==> config.mk <==
export PLATFORM = sky130hd
export DESIGN_NAME = two_seven_segment_scanner_flat
export DESIGN_NICKNAME = d
export VERILOG_FILES = /design/src/rtl/two_seven_segment_scanner_if.sv /design/src/rtl/two_seven_segment_scanner.sv /design/src/flat_wrapper.sv
export SDC_FILE = /design/constraint.sdc
export NUM_CORES = 1
export LEC_CHECK = 0
export ABC_AREA = 1
export BUFFER_PORTS_ARGS = -buffer_cell sky130_fd_sc_hd__buf_4
export CORE_MARGIN = 2
export CORE_UTILIZATION = 30
export DETAILED_ROUTE_END_ITERATION = 12
export PLACE_DENSITY = 0.56
export SETUP_SLACK_MARGIN = 0.4
export SYNTH_ARGS = -nofsm -noshare
export SYNTH_HDL_FRONTEND = slang
export SYNTH_SLANG_ARGS = --single-unit
==> constraint.sdc <==
create_clock -name clk -period 2.1 [get_ports clk]
set_input_delay 0.105 -clock clk [delete_from_list [all_inputs] [get_ports clk]]
set_output_delay 0.105 -clock clk [all_outputs]
set_load 0.01 [all_outputs]
==> src/rtl/two_seven_segment_scanner_if.sv <==
// Display-scanner bundle: load/data/blank into the scanner, segment/digit drives and scan tick out.
// Latency: n/a (signal grouping only).
// Backpressure: none; the scanner accepts a load on any cycle.
interface two_seven_segment_scanner_if #(
  parameter int NUM_DIGITS = 2
);
  logic                      load;
  logic [4*NUM_DIGITS-1:0]   data_in;
  logic                      blank;
  logic [6:0]                seg_n;
  logic [NUM_DIGITS-1:0]     dig_n;
  logic                      scan_tick;

  // Producer of display data (and consumer of the drive outputs)
  modport master (
    output load, data_in, blank,
    input  seg_n, dig_n, scan_tick
  );

  // The scanner itself
  modport slave (
    input  load, data_in, blank,
    output seg_n, dig_n, scan_tick
  );
endinterface

==> src/rtl/two_seven_segment_scanner.sv <==
// Multiplexed hex display scanner: one digit enabled per SCAN_DIV-cycle slot, hex-decoded segments.
// Latency: seg_n/dig_n registered, 1 cycle after index/value/blank; scan_tick is same-cycle.
// Backpressure: none; optional LEADING_ZERO_BLANK_EN macro suppresses segments of leading zero digits.
module two_seven_segment_scanner #(
  parameter int NUM_DIGITS = 2,
  parameter int SCAN_DIV   = 50000
) (
  input  logic                            clk,
  input  logic                            rst,
  two_seven_segment_scanner_if.slave      bus
);

  localparam int IDX_W = (NUM_DIGITS > 1) ? $clog2(NUM_DIGITS) : 1;
  localparam int PRE_W = $clog2(SCAN_DIV);
  localparam int VAL_W = 4 * NUM_DIGITS;
  localparam logic [PRE_W-1:0] PRE_LAST = PRE_W'(SCAN_DIV - 1);
  localparam logic [IDX_W-1:0] IDX_LAST = IDX_W'(NUM_DIGITS - 1);

  logic [VAL_W-1:0]      value_q, value_d;
  logic [PRE_W-1:0]      presc_q, presc_d;
  logic [IDX_W-1:0]      idx_q, idx_d;
  logic [6:0]            seg_n_q, seg_n_d;
  logic [NUM_DIGITS-1:0] dig_n_q, dig_n_d;
  logic                  tick;
  logic [NUM_DIGITS-1:0] lz_mask;
  logic [3:0]            cur_nib;
  logic                  cur_lz;

  // Active-low {g,f,e,d,c,b,a} pattern for one hex nibble
  function automatic logic [6:0] hex_to_seg_n(input logic [3:0] nib);
    logic [6:0] s;
    case (nib)
      4'h0: s = 7'h40;
      4'h1: s = 7'h79;
      4'h2: s = 7'h24;
      4'h3: s = 7'h30;
      4'h4: s = 7'h19;
      4'h5: s = 7'h12;
      4'h6: s = 7'h02;
      4'h7: s = 7'h78;
      4'h8: s = 7'h00;
      4'h9: s = 7'h10;
      4'hA: s = 7'h08;
      4'hB: s = 7'h03;
      4'hC: s = 7'h46;
      4'hD: s = 7'h21;
      4'hE: s = 7'h06;
      default: s = 7'h0E;
    endcase
    return s;
  endfunction

  // Tick is decoded straight from the prescaler so it lands in the cycle the count hits its last value
  assign tick = (presc_q == PRE_LAST);

  // Per-digit flag: digit is a suppressible leading zero (never digit 0)
  always_comb begin
    lz_mask = '0;
`ifdef LEADING_ZERO_BLANK_EN
    for (int i = 1; i < NUM_DIGITS; i++) begin
      lz_mask[i] = ((value_q >> (4 * i)) == '0);
    end
`endif
  end

  // Pick out the nibble and leading-zero flag of the digit currently being scanned
  always_comb begin
    cur_nib = 4'h0;
    cur_lz  = 1'b0;
    for (int i = 0; i < NUM_DIGITS; i++) begin
      if (idx_q == IDX_W'(i)) begin
        cur_nib = value_q[4*i +: 4];
        cur_lz  = lz_mask[i];
      end
    end
  end

  // Next state: value latch, free-running prescaler, digit index, registered drive outputs
  always_comb begin
    value_d = bus.load ? bus.data_in : value_q;
    presc_d = tick ? '0 : presc_q + PRE_W'(1);
    idx_d   = idx_q;
    if (tick) begin
      idx_d = (idx_q == IDX_LAST) ? '0 : idx_q + IDX_W'(1);
    end

    dig_n_d = '1;
    seg_n_d = 7'h7F;
    if (!bus.blank) begin
      for (int i = 0; i < NUM_DIGITS; i++) begin
        dig_n_d[i] = (idx_q != IDX_W'(i));
      end
      seg_n_d = cur_lz ? 7'h7F : hex_to_seg_n(cur_nib);
    end
  end

  // State registers; reset clears counters and drives the display dark immediately
  always_ff @(posedge clk or posedge rst) begin
    if (rst) begin
      value_q <= '0;
      presc_q <= '0;
      idx_q   <= '0;
      seg_n_q <= 7'h7F;
      dig_n_q <= '1;
    end else begin
      value_q <= value_d;
      presc_q <= presc_d;
      idx_q   <= idx_d;
      seg_n_q <= seg_n_d;
      dig_n_q <= dig_n_d;
    end
  end

  assign bus.seg_n     = seg_n_q;
  assign bus.dig_n     = dig_n_q;
  assign bus.scan_tick = tick;

endmodule

==> src/flat_wrapper.sv <==
// flat-port wrapper written by rule: the top's interface ports become plain ports
module two_seven_segment_scanner_flat 
#(
  parameter int NUM_DIGITS = 2,
  parameter int SCAN_DIV   = 50000
)
  (clk, rst, bus_load, bus_data_in, bus_blank, bus_seg_n, bus_dig_n, bus_scan_tick);
  two_seven_segment_scanner_if #(.NUM_DIGITS(NUM_DIGITS)) bus_i ();
  input  logic clk;
  input  logic rst;
  input wire logic [$bits(bus_i.load)-1:0] bus_load;
  input wire logic [$bits(bus_i.data_in)-1:0] bus_data_in;
  input wire logic [$bits(bus_i.blank)-1:0] bus_blank;
  output wire logic [$bits(bus_i.seg_n)-1:0] bus_seg_n;
  output wire logic [$bits(bus_i.dig_n)-1:0] bus_dig_n;
  output wire logic [$bits(bus_i.scan_tick)-1:0] bus_scan_tick;
  assign bus_i.load = bus_load;
  assign bus_i.data_in = bus_data_in;
  assign bus_i.blank = bus_blank;
  assign bus_seg_n = bus_i.seg_n;
  assign bus_dig_n = bus_i.dig_n;
  assign bus_scan_tick = bus_i.scan_tick;
  two_seven_segment_scanner #(.NUM_DIGITS(NUM_DIGITS), .SCAN_DIV(SCAN_DIV)) u_core (.clk(clk), .rst(rst), .bus(bus_i));
endmodule
* Word level (Yosys, flattened, before mapping)
Memories as Yosys holds them, arrays and structs flattened. Index checks and enable logic that the tools add are counted.
Word-level totals: memories kept 1, ROM bits 112, input bits 12, word-level logic and storage cells 15, register bits 34, bits in writable memories 0, bits in latches 0
Memories:
- (name not given) | depth 16, width 7, read ports 1, clocked after memory_dff 0, wr ports 0, line two_seven_segment_scanner.sv:32 | case (nib)
Operators by class: add/sub/neg operators 2, bitwise logic cells 1, shift-type cells 0, divide/modulo/power cells 0, mux-type cells 5, eq/ne operators 1, $lt $le $gt $ge 0, reductions and logical operators 0, $mul 0
Operators with widths (number):
- $add 16x1->16 const B | 1
- $eq 16x16->1 const B | 1
- $mux 16 | 1
- $mux 7 | 1
- $mux 4 | 1
- $mux 2 | 1
- $add 1x1->1 const B | 1
- $mux 1 | 1
- $not 1->1 | 1

* Longest topological paths before layout
An unclocked memory read counts as a cell.
word-level depth 3, depth in mapped cells 9

* Worst setup path before layout
OpenSTA, ideal clock, no wires.
kind register to register, from register u_core.idx_q, to register u_core.seg_n_q[2] (netlist: u_core.bus.seg_n[2]), slack 584 ps, library setup time 81 ps, period minus slack after synthesis 1516 ps, cell stages (with the launch flop) 8, data arrival time 1434 ps, data required time 2019 ps, cell sequence dfrtp_1 > buf_6 > o21ai_1 > inv_1 > ha_1 > inv_1 > nand2_1 > o211ai_1
On the way: cells in the longest elaborated chain, start to end 3
RTL lines:
- from (decl) | line two_seven_segment_scanner.sv:21 | logic [IDX_W-1:0] idx_q, idx_d;
- from (signal assigned) | line two_seven_segment_scanner.sv:108 | idx_q <= idx_d;
- $mux 4 | line two_seven_segment_scanner.sv:71 | if (idx_q == IDX_W'(i)) begin
- $mem_v2 16x7
- $mux 7 | line two_seven_segment_scanner.sv:89 | if (!bus.blank) begin
- net u_core.seg_n_d[2] | line two_seven_segment_scanner.sv:22 | logic [6:0] seg_n_q, seg_n_d;
- to (signal assigned) | line two_seven_segment_scanner.sv:109 | seg_n_q <= seg_n_d;
- to (decl) | line two_seven_segment_scanner.sv:22
The timed path passes the listed nets, and every way through them passes these cells. A chain may end at the register's enable or synchronous reset.

* Worst setup path in the final report
from register u_core.presc_q[0], to output bus_scan_tick
On the way: cells in the longest elaborated chain, start to end 1
RTL lines:
- from (decl) | line two_seven_segment_scanner.sv:20 | logic [PRE_W-1:0] presc_q, presc_d;
- from (signal assigned) | line two_seven_segment_scanner.sv:107 | presc_q <= presc_d;
- $eq 16x16->1 | line two_seven_segment_scanner.sv:54 | assign tick = (presc_q == PRE_LAST);
- to (decl) | line flat_wrapper.sv:16 | output wire logic [$bits(bus_i.scan_tick)-1:0] bus_scan_tick;
No other way between the ends.

==> results.rst <==
.. list-table::
   :header-rows: 1

   * - Metric
     - Value
   * - Run status
     - completed
   * - Share of flip-flops with an asynchronous set or reset after synthesis
     - 100%
   * - Area growth, synth to finish
     - 23.4%
   * - Register area share after synthesis
     - 46.8%
   * - Area contributors post-synth
     - dfrtp_1, dfstp_2, nand2_1, inv_1, nand3_1
   * - Effective utilization at floorplan
     - 31.1%
   * - Vias post-DR
     - 1424
   * - Clk_lat worst skew
     - 290 ps
   * - CTS sink cnt
     - 34
   * - Cell at the slowest stage of the critical path
     - dfrtp_2
   * - Static Leak
     - 1.13 nW
   * - Core outline area
     - 5920 µm²
   * - Number of flops mapped to enable cells by yosys
     - 0
   * - Worst clock skew on the final layout
     - 3.75 ps
   * - Area of the mapped netlist
     - 1840 µm²
   * - Filler instances
     - 628
   * - Clock-pin slew on the worst setup and hold paths
     - 70 ps
   * - Cell accounting for the most synthesized area
     - dfrtp_1
   * - Remaining global-route overflow
     - 0
   * - Number of nets still failing antenna checks after routing
     - 0
   * - Endpoint type of the worst setup path
     - output port
   * - Register share of total power
     - 43.5%
   * - Final estimated routing congestion in global placement
     - 0.843
   * - Most frequent cell after synthesis
     - nand2_1
   * - Worst Reg2Reg Path Length in Cells
     - 6
   * - Achievable clock frequency
     - 618 MHz
   * - R2r startpoint
     - u_core.idx_q
   * - Startpoint types
     - flop
   * - Average wire length per cell after detail routing
     - 10.8 µm
   * - Yosys warnings
     - 0
   * - Overall power after layout
     - 1.62 mW
   * - Largest fanout on the critical path
     - 5
   * - Post-synth top cells
     - nand2_1, inv_1, dfrtp_1
   * - Pwr/cell area
     - 714 nW/µm²
   * - Number of cells on the critical path
     - 6
   * - Detailed-placement wirelength estimate
     - 2590 µm
   * - CTS tree
     - built
   * - Sequence of cells on the critical path
     - ha_4, nand3_4, nor3_2, nand2_1, inv_2, buf_4
   * - Htree depth
     - 2
   * - DP Cell Count
     - 314
   * - Unrepaired setup endpoints after global routing
     - true
   * - Multi-input gate area in the final layout
     - 853 µm²
   * - Vias in the first global route
     - 1390
   * - Setup Total Neg Slack
     - 0 ps
   * - Routed vias/inst
     - 4.38
   * - Vertical extent of the die
     - 82.4 µm
   * - Global-route wire length before repair
     - 6080 µm
   * - Mean instance size in the synthesized netlist
     - 8.37 µm²
   * - Internal power component
     - 1.27 mW
   * - Period utilisation layout
     - 77.1%
   * - Largest voltage drop on the vdd net
     - 272 µV
   * - Arr. time, crit path
     - 1510 ps
   * - Worst EP required
     - 2000 ps
   * - Switching share of total power
     - 21.5%
   * - Global-route usage over all layers
     - 12.0%
   * - Number of port buffers
     - 21
   * - Post-synthesis cell count
     - 220
   * - Cell type group with the largest total delay on the critical path
     - flip-flops
   * - Library cells used by synthesis
     - 29
   * - Register Area
     - 866 µm²
   * - Number of search-and-repair iterations in the first detailed-routing pass
     - 4
   * - Switching pwr
     - 0.350 mW
   * - Standard-cell rows
     - 28
   * - Finished Layout Cells
     - 325
   * - Clk buf depth
     - 2
   * - Layout cells sized above 1
     - 25.2%
   * - Slack of the worst reg-to-reg path
     - 540 ps
   * - Reported max-cap violation count
     - 0
   * - Worst Setup Path Type
     - reg2out
   * - Predominant post-synthesis flop cell
     - dfrtp_1
   * - Finish-stage setup viols
     - 0
   * - Delay of the slowest critical-path stage
     - 430 ps
   * - DRC violation count after routing
     - 0
   * - Combinational group share of total power
     - 10.2%
   * - Clk root buf
     - clkbuf_8
   * - Number of ports placed on the die boundary
     - 22
   * - Worst Max-Slew Pin Slew
     - 448 ps
   * - Sum of buffers and inverters on the critical path
     - 2
   * - Antenna violations before repair
     - 0
   * - DIE AREA
     - 6780 µm²
   * - Total of flip-flops plus latches after synthesis
     - 34
   * - Power share of the clock group
     - 46.3%
   * - Final count of hold timing violations
     - 0
   * - DR iter-0 viols
     - 74
   * - Total clock buffers created by CTS
     - 5
   * - Hold_ws
     - 12.6 ps
   * - Portion of synthesized cell area occupied by the leading cell type
     - 34.0%
   * - Horizontal die dimension
     - 82.4 µm
   * - Detailed-route wire length
     - 3500 µm
   * - Worst-case headroom to the max-slew limit
     - 70.1%
   * - Maximum number of pins on one net before global-route repair
     - 35
   * - Startpoint of the lowest-slack hold path
     - bus_blank
   * - Final design utilization
     - 38.4%
   * - Nets
     - 268
   * - Count of antenna diodes in the layout
     - 0
   * - Max Slew Vio Count
     - 0
   * - Tmin final
     - 1620 ps
   * - Mapped Nets
     - 239
   * - Critical Path Source
     - u_core.presc_q[0]
   * - Depth of the worst hold-timing path
     - 3
   * - HP Class
     - in2reg
-- placed cells by master, fill, tap and decap left out, drive strengths merged --
| cell | count |
|---|---|
| a31oi | 1 |
| nand4 | 4 |
| o211ai | 1 |
| mux2 | 4 |
| nand3 | 25 |
| o21bai | 1 |
| dlygate4sd3 | 1 |
| ha | 7 |
| inv | 34 |
| buf | 24 |
| dfrtp | 25 |
| nor2b | 1 |
| xnor2 | 1 |
| bufinv | 2 |
| nor2 | 25 |
| a21oi | 1 |
| nand2 | 58 |
| clkbuf | 6 |
| dfstp | 9 |
| nor3 | 1 |
| o21ai | 12 |
| xor2 | 7 |
-- cell type report --
| type | count | share of cell area [%] |
|---|---|---|
| inverter | 34 | 5.61 |
| multi-input combinational | 149 | 37.5 |
| clock inverter | 2 | 2.64 |
| tap | 75 | 4.13 |
| timing repair buffer | 25 | 8.37 |
| sequential | 34 | 38.1 |
| clock buffer | 6 | 3.63 |
-- per-stage QoR --
stage	cell area, µm²	setup WS (ps)
2_1_floorplan	1840	584
3_3_place_gp	2080	472
3_5_place_dp	2080	392
4_1_cts	2250	392
5_1_grt	2270	338
6_report	2270	482
-- worst min-delay path: cells and delay by family --
kind / cells / cell delay [ps]
and+or+nand+nor: 1 / 50
buffers and inverters: 1 / 80
AOI/OAI and AO/OA: 1 / 30
-- state kept, by name (all words and copies together) (netlist names) --
| register | count |
|---|---|
| u_core.idx_q | 1 |
| u_core.value_q | 8 |
| u_core.bus.seg_n | 7 |
| u_core.bus.dig_n | 2 |
| u_core.presc_q | 16 |
-- per-layer routing --
layer  vias up  share of wire [%]  GRT usage, %
li1        747                  -             -
met1       643                 48          14.3
met2        25                 45          20.1
met3         9                4.1          3.04
met4         0                2.4          5.83
met5         -                  0             0
-- final timing paths --
| path | to |
|---|---|
| setup / recovery | bus_scan_tick |
| setup reg to reg | u_core.bus.seg_n[2] |
| min in group asynchronous | u_core.presc_q[6] |
| hold reg to reg | u_core.value_q[4] |
| hold / removal | u_core.bus.seg_n[6] |
| max in group asynchronous | u_core.bus.seg_n[3] |
-- cell families (layout without fill, tap and decap cells) --
| kind of cell | after synthesis | in the layout | synth area share [%] |
|---|---|---|---|
| AOI/OAI and AO/OA | 16 | 16 | 5.50 |
| xor gates and xnor gates | 8 | 8 | 3.80 |
| adders and majority gates | 7 | 7 | 4.76 |
| buffers and inverters | 37 | 67 | 8.22 |
| DFF | 34 | 34 | 46.8 |
| muxes | 4 | 4 | 2.45 |
| and+or+nand+nor | 114 | 114 | 28.5 |
-- repair_timing --
action,4_1_cts,5_1_grt
endpoints found under the setup margin,3,7
pin swaps,0,1
endpoints found under the hold margin,25,0
buffers inserted,0,2
hold buffers,1,0
resized for setup,5,3
-- power by group through the flow --
stage                     logic (mW)  registers [mW]  clock network (mW)
after floorplan               0.0947           0.725                   0
after global placement         0.166           0.719                   0
after detailed placement       0.165           0.719                   0
after CTS                      0.168           0.707               0.779
after global routing           0.190           0.710               0.796
final                          0.165           0.706               0.752
Power figures use the tool's default switching activity.
